--- src/rtl/reg_write_arbiter_pkg.sv ---
`default_nettype none
// ============================================================================
// Module      : reg_write_arbiter_pkg
// Description : Shared types and constants for the register write arbiter.
// Revision    : 1.0 - initial release
// ============================================================================
package reg_write_arbiter_pkg;

    // Width of the completed-write counter.
    localparam int c_wr_cnt_w = 16;

    // Sequencer states: grant search, single-cycle enable, single-cycle ack.
    typedef enum logic [1:0] {
        IDLE  = 2'd0,
        WRITE = 2'd1,
        ACK   = 2'd2
    } arb_state_t;

    // Grant-id width for a given requester count.
    function automatic int calc_idw(input int nreq);
        return $clog2(nreq);
    endfunction

endpackage
`default_nettype wire

--- src/rtl/reg_write_arbiter_if.sv ---
`default_nettype none
// ============================================================================
// Module      : reg_write_arbiter_if
// Description : Requester/register-side bus of the register write arbiter.
//               master = requesting datapath side, slave = arbiter side.
// Revision    : 1.0 - initial release
// ============================================================================
interface reg_write_arbiter_if
    import reg_write_arbiter_pkg::*;
#(
    parameter int N    = 64,
    parameter int NREQ = 4,
    parameter int IDW  = calc_idw(NREQ)
) ();

    logic [NREQ-1:0]       req;
    logic [NREQ*N-1:0]     data_in;
    logic                  reg_e;
    logic [N-1:0]          reg_data;
    logic [NREQ-1:0]       ack;
    logic [IDW-1:0]        gnt_id;
    logic                  busy;
    logic [c_wr_cnt_w-1:0] wr_count;

    modport master (
        output req, data_in,
        input  reg_e, reg_data, ack, gnt_id, busy, wr_count
    );

    modport slave (
        input  req, data_in,
        output reg_e, reg_data, ack, gnt_id, busy, wr_count
    );

endinterface
`default_nettype wire

--- src/rtl/reg_write_arbiter_rr_priority_pick.sv ---
`default_nettype none
// ============================================================================
// Module      : rr_priority_pick
// Description : Combinational rotating-priority search. Returns the first
//               set request found starting at ptr and wrapping modulo NREQ.
// Revision    : 1.0 - initial release
// ============================================================================
module rr_priority_pick #(
    parameter int NREQ = 4,
    parameter int IDW  = 2
) (
    input  logic [NREQ-1:0] req,
    input  logic [IDW-1:0]  ptr,
    output logic            valid,
    output logic [IDW-1:0]  winner
);

    // Walk from the farthest offset back to ptr so the closest hit is written last.
    always_comb begin
        int idx;
        idx    = 0;
        valid  = 1'b0;
        winner = '0;
        for (int i = NREQ - 1; i >= 0; i--) begin
            idx = int'(ptr) + i;
            if (idx >= NREQ) begin
                idx = idx - NREQ;
            end
            if (req[idx[IDW-1:0]]) begin
                valid  = 1'b1;
                winner = idx[IDW-1:0];
            end
        end
    end

endmodule
`default_nettype wire

--- src/rtl/reg_write_arbiter.sv ---
`default_nettype none
// ============================================================================
// Module      : reg_write_arbiter
// Description : Round-robin write arbiter/sequencer for a shared enable-loaded
//               register. Grants one requester, pulses reg_e for one cycle,
//               then returns a one-cycle ack. All outputs are registered.
// Revision    : 1.0 - initial release
// ============================================================================
module reg_write_arbiter
    import reg_write_arbiter_pkg::*;
#(
    parameter int N    = 64,
    parameter int NREQ = 4,
    parameter int IDW  = calc_idw(NREQ)
) (
    input  logic               CLK,
    input  logic               R,
    reg_write_arbiter_if.slave bus
);

    arb_state_t            r_state;
    arb_state_t            w_state_nxt;

    logic                  r_reg_e;
    logic [N-1:0]          r_reg_data;
    logic [NREQ-1:0]       r_ack;
    logic [IDW-1:0]        r_gnt_id;
    logic                  r_busy;
    logic [c_wr_cnt_w-1:0] r_wr_count;
    logic [IDW-1:0]        r_ptr;

    logic                  w_reg_e_nxt;
    logic [N-1:0]          w_reg_data_nxt;
    logic [NREQ-1:0]       w_ack_nxt;
    logic [IDW-1:0]        w_gnt_nxt;
    logic                  w_busy_nxt;
    logic [c_wr_cnt_w-1:0] w_cnt_nxt;
    logic [IDW-1:0]        w_ptr_nxt;

    logic                  w_valid;
    logic [IDW-1:0]        w_win;
    logic [N-1:0]          w_slices [NREQ];

    // Unpack the per-requester data lanes so the winner can index them directly.
    for (genvar g = 0; g < NREQ; g++) begin : g_slice
        assign w_slices[g] = bus.data_in[g*N +: N];
    end

    rr_priority_pick #(
        .NREQ (NREQ),
        .IDW  (IDW)
    ) u_pick (
        .req    (bus.req),
        .ptr    (r_ptr),
        .valid  (w_valid),
        .winner (w_win)
    );

    // Next-state and next-output decode; requests are only looked at in IDLE.
    always_comb begin
        w_state_nxt    = r_state;
        w_reg_e_nxt    = 1'b0;
        w_reg_data_nxt = r_reg_data;
        w_ack_nxt      = '0;
        w_gnt_nxt      = r_gnt_id;
        w_busy_nxt     = r_busy;
        w_cnt_nxt      = r_wr_count;
        w_ptr_nxt      = r_ptr;
        case (r_state)
            IDLE: begin
                if (w_valid) begin
                    w_gnt_nxt      = w_win;
                    w_reg_data_nxt = w_slices[w_win];
                    w_reg_e_nxt    = 1'b1;
                    w_busy_nxt     = 1'b1;
                    w_state_nxt    = WRITE;
                end
            end
            WRITE: begin
                w_ack_nxt   = {{(NREQ-1){1'b0}}, 1'b1} << r_gnt_id;
                w_state_nxt = ACK;
            end
            ACK: begin
                w_busy_nxt  = 1'b0;
                w_ptr_nxt   = (r_gnt_id == IDW'(NREQ - 1)) ? '0 : r_gnt_id + 1'b1;
                w_cnt_nxt   = r_wr_count + c_wr_cnt_w'(1);
                w_state_nxt = IDLE;
            end
            default: begin
                w_busy_nxt  = 1'b0;
                w_state_nxt = IDLE;
            end
        endcase
    end

    // State register; reset abandons any write in progress.
    always_ff @(posedge CLK or negedge R) begin
        if (!R) begin
            r_state <= IDLE;
        end else begin
            r_state <= w_state_nxt;
        end
    end

    // Output and pointer registers; reset clears reg_e without waiting for a clock.
    always_ff @(posedge CLK or negedge R) begin
        if (!R) begin
            r_reg_e    <= 1'b0;
            r_reg_data <= '0;
            r_ack      <= '0;
            r_gnt_id   <= '0;
            r_busy     <= 1'b0;
            r_wr_count <= '0;
            r_ptr      <= '0;
        end else begin
            r_reg_e    <= w_reg_e_nxt;
            r_reg_data <= w_reg_data_nxt;
            r_ack      <= w_ack_nxt;
            r_gnt_id   <= w_gnt_nxt;
            r_busy     <= w_busy_nxt;
            r_wr_count <= w_cnt_nxt;
            r_ptr      <= w_ptr_nxt;
        end
    end

    assign bus.reg_e    = r_reg_e;
    assign bus.reg_data = r_reg_data;
    assign bus.ack      = r_ack;
    assign bus.gnt_id   = r_gnt_id;
    assign bus.busy     = r_busy;
    assign bus.wr_count = r_wr_count;

endmodule
`default_nettype wire

--- src/flat_wrapper.sv ---
// flat-port wrapper written by rule: the top's interface ports become plain ports
module reg_write_arbiter_flat import reg_write_arbiter_pkg::*;
#(
    parameter int N    = 64,
    parameter int NREQ = 4,
    parameter int IDW  = calc_idw(NREQ)
)
  (CLK, R, bus_req, bus_data_in, bus_reg_e, bus_reg_data, bus_ack, bus_gnt_id, bus_busy, bus_wr_count);
  reg_write_arbiter_if #(.N(N), .NREQ(NREQ), .IDW(IDW)) bus_i ();
  input  logic CLK;
  input  logic R;
  input wire logic [$bits(bus_i.req)-1:0] bus_req;
  input wire logic [$bits(bus_i.data_in)-1:0] bus_data_in;
  output wire logic [$bits(bus_i.reg_e)-1:0] bus_reg_e;
  output wire logic [$bits(bus_i.reg_data)-1:0] bus_reg_data;
  output wire logic [$bits(bus_i.ack)-1:0] bus_ack;
  output wire logic [$bits(bus_i.gnt_id)-1:0] bus_gnt_id;
  output wire logic [$bits(bus_i.busy)-1:0] bus_busy;
  output wire logic [$bits(bus_i.wr_count)-1:0] bus_wr_count;
  assign bus_i.req = bus_req;
  assign bus_i.data_in = bus_data_in;
  assign bus_reg_e = bus_i.reg_e;
  assign bus_reg_data = bus_i.reg_data;
  assign bus_ack = bus_i.ack;
  assign bus_gnt_id = bus_i.gnt_id;
  assign bus_busy = bus_i.busy;
  assign bus_wr_count = bus_i.wr_count;
  reg_write_arbiter #(.N(N), .NREQ(NREQ), .IDW(IDW)) u_core (.CLK(CLK), .R(R), .bus(bus_i));
endmodule
--- config.mk ---
export PLATFORM = sky130hd
export DESIGN_NAME = reg_write_arbiter_flat
export DESIGN_NICKNAME = d
export VERILOG_FILES = /design/src/rtl/reg_write_arbiter_pkg.sv /design/src/rtl/reg_write_arbiter_if.sv /design/src/rtl/reg_write_arbiter_rr_priority_pick.sv /design/src/rtl/reg_write_arbiter.sv /design/src/flat_wrapper.sv
export SDC_FILE = /design/constraint.sdc
export NUM_CORES = 1
export LEC_CHECK = 0
export CORE_AREA = 2 2 134 136
export CTS_BUF_LIST = sky130_fd_sc_hd__clkbuf_4
export CTS_CLUSTER_DIAMETER = 80
export DETAILED_ROUTE_END_ITERATION = 8
export DIE_AREA = 0 0 136 138
export PLACE_DENSITY = 0.73
export SLEW_MARGIN = 10
export SYNTH_ARGS = -nofsm -noshare
export SYNTH_HDL_FRONTEND = slang
export SYNTH_SLANG_ARGS = --single-unit
--- constraint.sdc ---
create_clock -name CLK -period 1.6 [get_ports CLK]
set_clock_uncertainty 0.2 [all_clocks]
set_input_delay 0.32 -clock CLK [delete_from_list [all_inputs] [get_ports CLK]]
set_output_delay 0.32 -clock CLK [all_outputs]
set_load 0.02 [all_outputs]
==> metrics list <==
- The clock passes through at most 2 buffers.
* Number of top-level design ports: 350
* Top delay family on crit path: buffers and inverters
- Clock edge transition at the registers on the reported setup and hold paths: around 0.15 ns
* Reg-to-reg setup timing slack: -0.42 ns
* Startpoint class of the critical path: input pin
* Busiest metal layer after global routing: met2
* Worst path slowest cell: sky130_fd_sc_hd__clkdlybuf4s50_1
* Detailed Routing Iterations Pass 1: 5
- The via count of the first global-routing pass was slightly below 6000.
* Pwr/cell area: between 1500 and 2000 mW/mm²
- For this run, global-route usage on met1 was measured as 26.9%.
* Die Area: approximately 0.019 mm²
- Global routing consumed, on the met3 layer, under 10% of the routing resources.
* Initial antenna violation count: 0
* DRC: 0
* Register bit count reported by yosys: between 90 and 100
- Measured in cells, the most critical reg-to-reg path has a length of 6.
- In this run the worst setup path terminates at u_core.bus.reg_data[28].
* Routed wire length: 22700 µm
- Synthesis instantiated 38 different standard cells from the library.
* Crit Reg-Reg Endpoint: u_core.bus.reg_data[28]
* Req. time, crit path: ~1.7 ns
- H-Tree Level Count: 3
* Instance count on the critical path: 8
- Design Power: roughly 18000 µW
* Max Fclk: ~0.48 GHz
- List of cells traversed by the critical path: clkdlybuf4s50_1 > inv_1 > o221a_1 > o22ai_4 > buf_12 > buf_12 > mux2i_1 > o221ai_2
- Detailed placement HPWL: roughly 16000 µm
- Cts bufs inserted: 9
* Worst endpoint data arrival time: about 2.2 ns
- Netlist Area Pre-Place: roughly 0.0055 mm²
- Maximum number of pins on one net before global-route repair: 93
- Synthesized net count: about 740
- Fin. max-slew vios: 0
- CTS tree: built
- Met2 Usage GRT: a little over two fifths
- Across every metal layer, demand over resource in global routing totals between 20% and 30%.
- For this design the static power due to leakage is about 0.005 µW.
- Post-detailed-route count of antenna-violating nets: 0
- Worst-path maximum fanout: 9
- Area inside the core boundary: about 0.018 mm²
- Horizontal die dimension: between 100 and 150 µm
* Share of cells above drive strength 1: 37.7%
* Min-Delay Path Class: in -> async
- The first routing iteration left 229 violations.
- The routed layout has roughly 5600 vias.
* Count of nets after finishing: between 1000 and 1500
- Period Utilization, post-route: 131%
- CTS saw slightly above 90 sinks.
- Worst voltage drop across the vdd grid: 0.754 mV
* Die span in y: ~140 µm
- Summed over all failing endpoints, the final setup total negative slack is -27.06 ns.
- Dividing the detail-routed via count by the number of cells gives between 4 and 5.
- The share of the Yosys chip area taken by registers is 42.2%.
- WL/cell: approximately 20 µm
* Yosys warnings: 0
- Worst Path Buf+Inv: 4
- Overflow left after global routing: 0
- Start point of the critical path: bus_req[0]
* Syn Inst Count: around 470
- Unrepaired setup endpoints after global routing: true
- Effective utilization at floorplan: between 30% and 40%
- Max-cap violations in this run came to 0.
- Rel. slew slack: ~64%
- Setup slack on the critical path of the routed design comes to -0.500 ns.
- CP Capture Type: flip-flop
* Kind of critical path: in -> reg
- In this run the core area contains between 40 and 50 standard-cell rows.
- Routability congestion estimate from global placement: 0.864
- Clock root buffer master: sky130_fd_sc_hd__clkbuf_4
- Outcome: complete, but fails checks
- Hold Vio Cnt, Final: 0
- Post-layout minimum cycle time: 2.10 ns
* Global-route wire length before repair: ~33000 µm
- Layout Cells excl Fill: approximately 1100
- Number of setup violations in the final report: 73
* Reg-to-reg critical path startpoint: u_core.r_ptr[0]
- Tightest Pin Transition: approximately 0.54 ns
- Worst stage delay on the critical path: between 0.5 and 0.6 ns
- The area growth from synthesis to layout is 102%.
- The number of antenna diodes in the final layout is 0.
- By instance count, the cell type seen most on the critical path is sky130_fd_sc_hd__buf_12.
* Cell count after placement: 1067
- Count of port buffers added during placement: about 350
- Clock latency on the worst-skew pair, taken at its later pin, is 0.46 ns.
* Failing checks: setup timing
* Mean cell area of the mapped netlist: ~12 µm²
-- cell usage in the layout (no fill, tap or decap), types with 10 or more instances in the layout --
master	n
sky130_fd_sc_hd__o221ai_1	14
sky130_fd_sc_hd__mux2i_4	14
sky130_fd_sc_hd__mux2i_2	29
sky130_fd_sc_hd__o221ai_2	50
sky130_fd_sc_hd__nand2_1	76
sky130_fd_sc_hd__xnor2_1	10
sky130_fd_sc_hd__buf_6	101
sky130_fd_sc_hd__clkdlybuf4s50_1	260
sky130_fd_sc_hd__dfrtp_1	89
sky130_fd_sc_hd__mux2i_1	85
sky130_fd_sc_hd__buf_12	17
sky130_fd_sc_hd__clkbuf_4	11
sky130_fd_sc_hd__buf_4	73
-- registers in the layout (all words and copies together) (netlist names) --
name / flops
u_core.bus.gnt_id: 2
u_core.bus.reg_data: 64
u_core.bus.reg_e: 1
u_core.bus.wr_count: 16
u_core.r_state: 2
u_core.bus.busy: 1
u_core.bus.ack: 4
u_core.r_ptr: 2
-- tightest hold or removal path: stages --
cell and delay [ns]:
sky130_fd_sc_hd__dlygate4sd3_1 0.54, sky130_fd_sc_hd__buf_4 0.12, sky130_fd_sc_hd__buf_12 0.38
-- where the power goes --
part / total [µW] / internal [µW] / leakage, µW / switching (µW)
combinational: 12900 / 6960 / 0.00371 / 5930
clock: 1490 / 665 / 0.0000868 / 821
sequential: 4090 / 3340 / 0.00115 / 750
-- cells in the mapped netlist, drive strengths merged --
library cell | count | area share (%)
a21o | 1 | 0.14
a21oi | 1 | 0.092
and2 | 4 | 0.46
and3 | 1 | 0.11
and4 | 1 | 0.16
buf | 28 | 3.8
clkbuf | 8 | 0.62
dfrtp | 92 | 42
ha | 5 | 1.1
inv | 8 | 0.55
mux2i | 128 | 23
nand2 | 82 | 5.7
nand2b | 1 | 0.11
nand3 | 3 | 0.28
nand4 | 4 | 0.46
nor2 | 4 | 0.28
nor2b | 4 | 0.46
nor3 | 3 | 0.37
nor4 | 1 | 0.11
o21ai | 4 | 0.37
o221a | 1 | 0.21
o221ai | 64 | 16
o22ai | 2 | 0.34
o31ai | 1 | 0.14
or2 | 1 | 0.11
or3 | 2 | 0.23
xnor2 | 12 | 1.9
xor2 | 2 | 0.32
-- worst min path at each step --
stage	from	to	slack (ns)	depth (start not counted)
after global placement	R	u_core.bus.reg_data[11]	0.22	2
final	R	u_core.bus.reg_data[11]	0.23	3
after detailed placement	R	u_core.bus.reg_data[11]	0.23	2
after floorplan	R	u_core.bus.ack[0]	-0.18	0
after CTS	R	u_core.bus.reg_data[11]	0.23	3
after global routing	R	u_core.bus.reg_data[17]	0.27	3
-- layout make-up --
type / instances / area, µm²
Clock inverter: 5 / 77.6
Clock buffer: 11 / 82.6
Sequential cell: 92 / 2310
Timing Repair Buffer: 464 / 4890
Fill cell: 1381 / 6520
Inverter: 8 / 30.0
Tap cell: 229 / 287
Multi-Input combinational cell: 332 / 3340
-- metal layers --
| metal | share of wire, % | routed length [µm] |
|---|---|---|
| met5 | 0 | 0 |
| met4 | 1.7 | 396 |
| met3 | 8.4 | 1900 |
| met2 | 53 | 11900 |
| met1 | 37 | 8460 |
-- stage by stage --
| stage | util, % | hold WS [ns] | worst slack [ns] | area (µm²) |
|---|---|---|---|---|
| global placement | 55.0 | 0.225 | -0.896 | 9650 |
| global route | 62.8 | 0.269 | -0.523 | 11000 |
| floorplan | - | -0.176 | -0.189 | 5560 |
| CTS | 59.4 | 0.233 | -0.373 | 10400 |
| detailed placement | 55.0 | 0.225 | -0.948 | 9650 |
| finish | 62.8 | 0.233 | -0.500 | 11000 |
-- cells by family after synthesis --
group / share of synthesized area [%]
XOR/XNOR: 2.25
AND/OR/NAND/NOR: 8.83
adder cells (fa/ha/maj): 1.15
flip-flops: 42.2
buffers and inverters: 4.95
AO/OA/AOI/OAI: 17.2
multiplexers: 23.5
-- repair_timing --
action                                 in CTS  in global routing
pin swaps                                  14                 12
hold buffers                                1                  0
buffers inserted                           28                 24
setup endpoints to repair                 165                161
endpoints found under the hold margin      92                  0
gates cloned                                7                  1
gates resized for setup                   521                125
(Power assumes the default switching activity.)
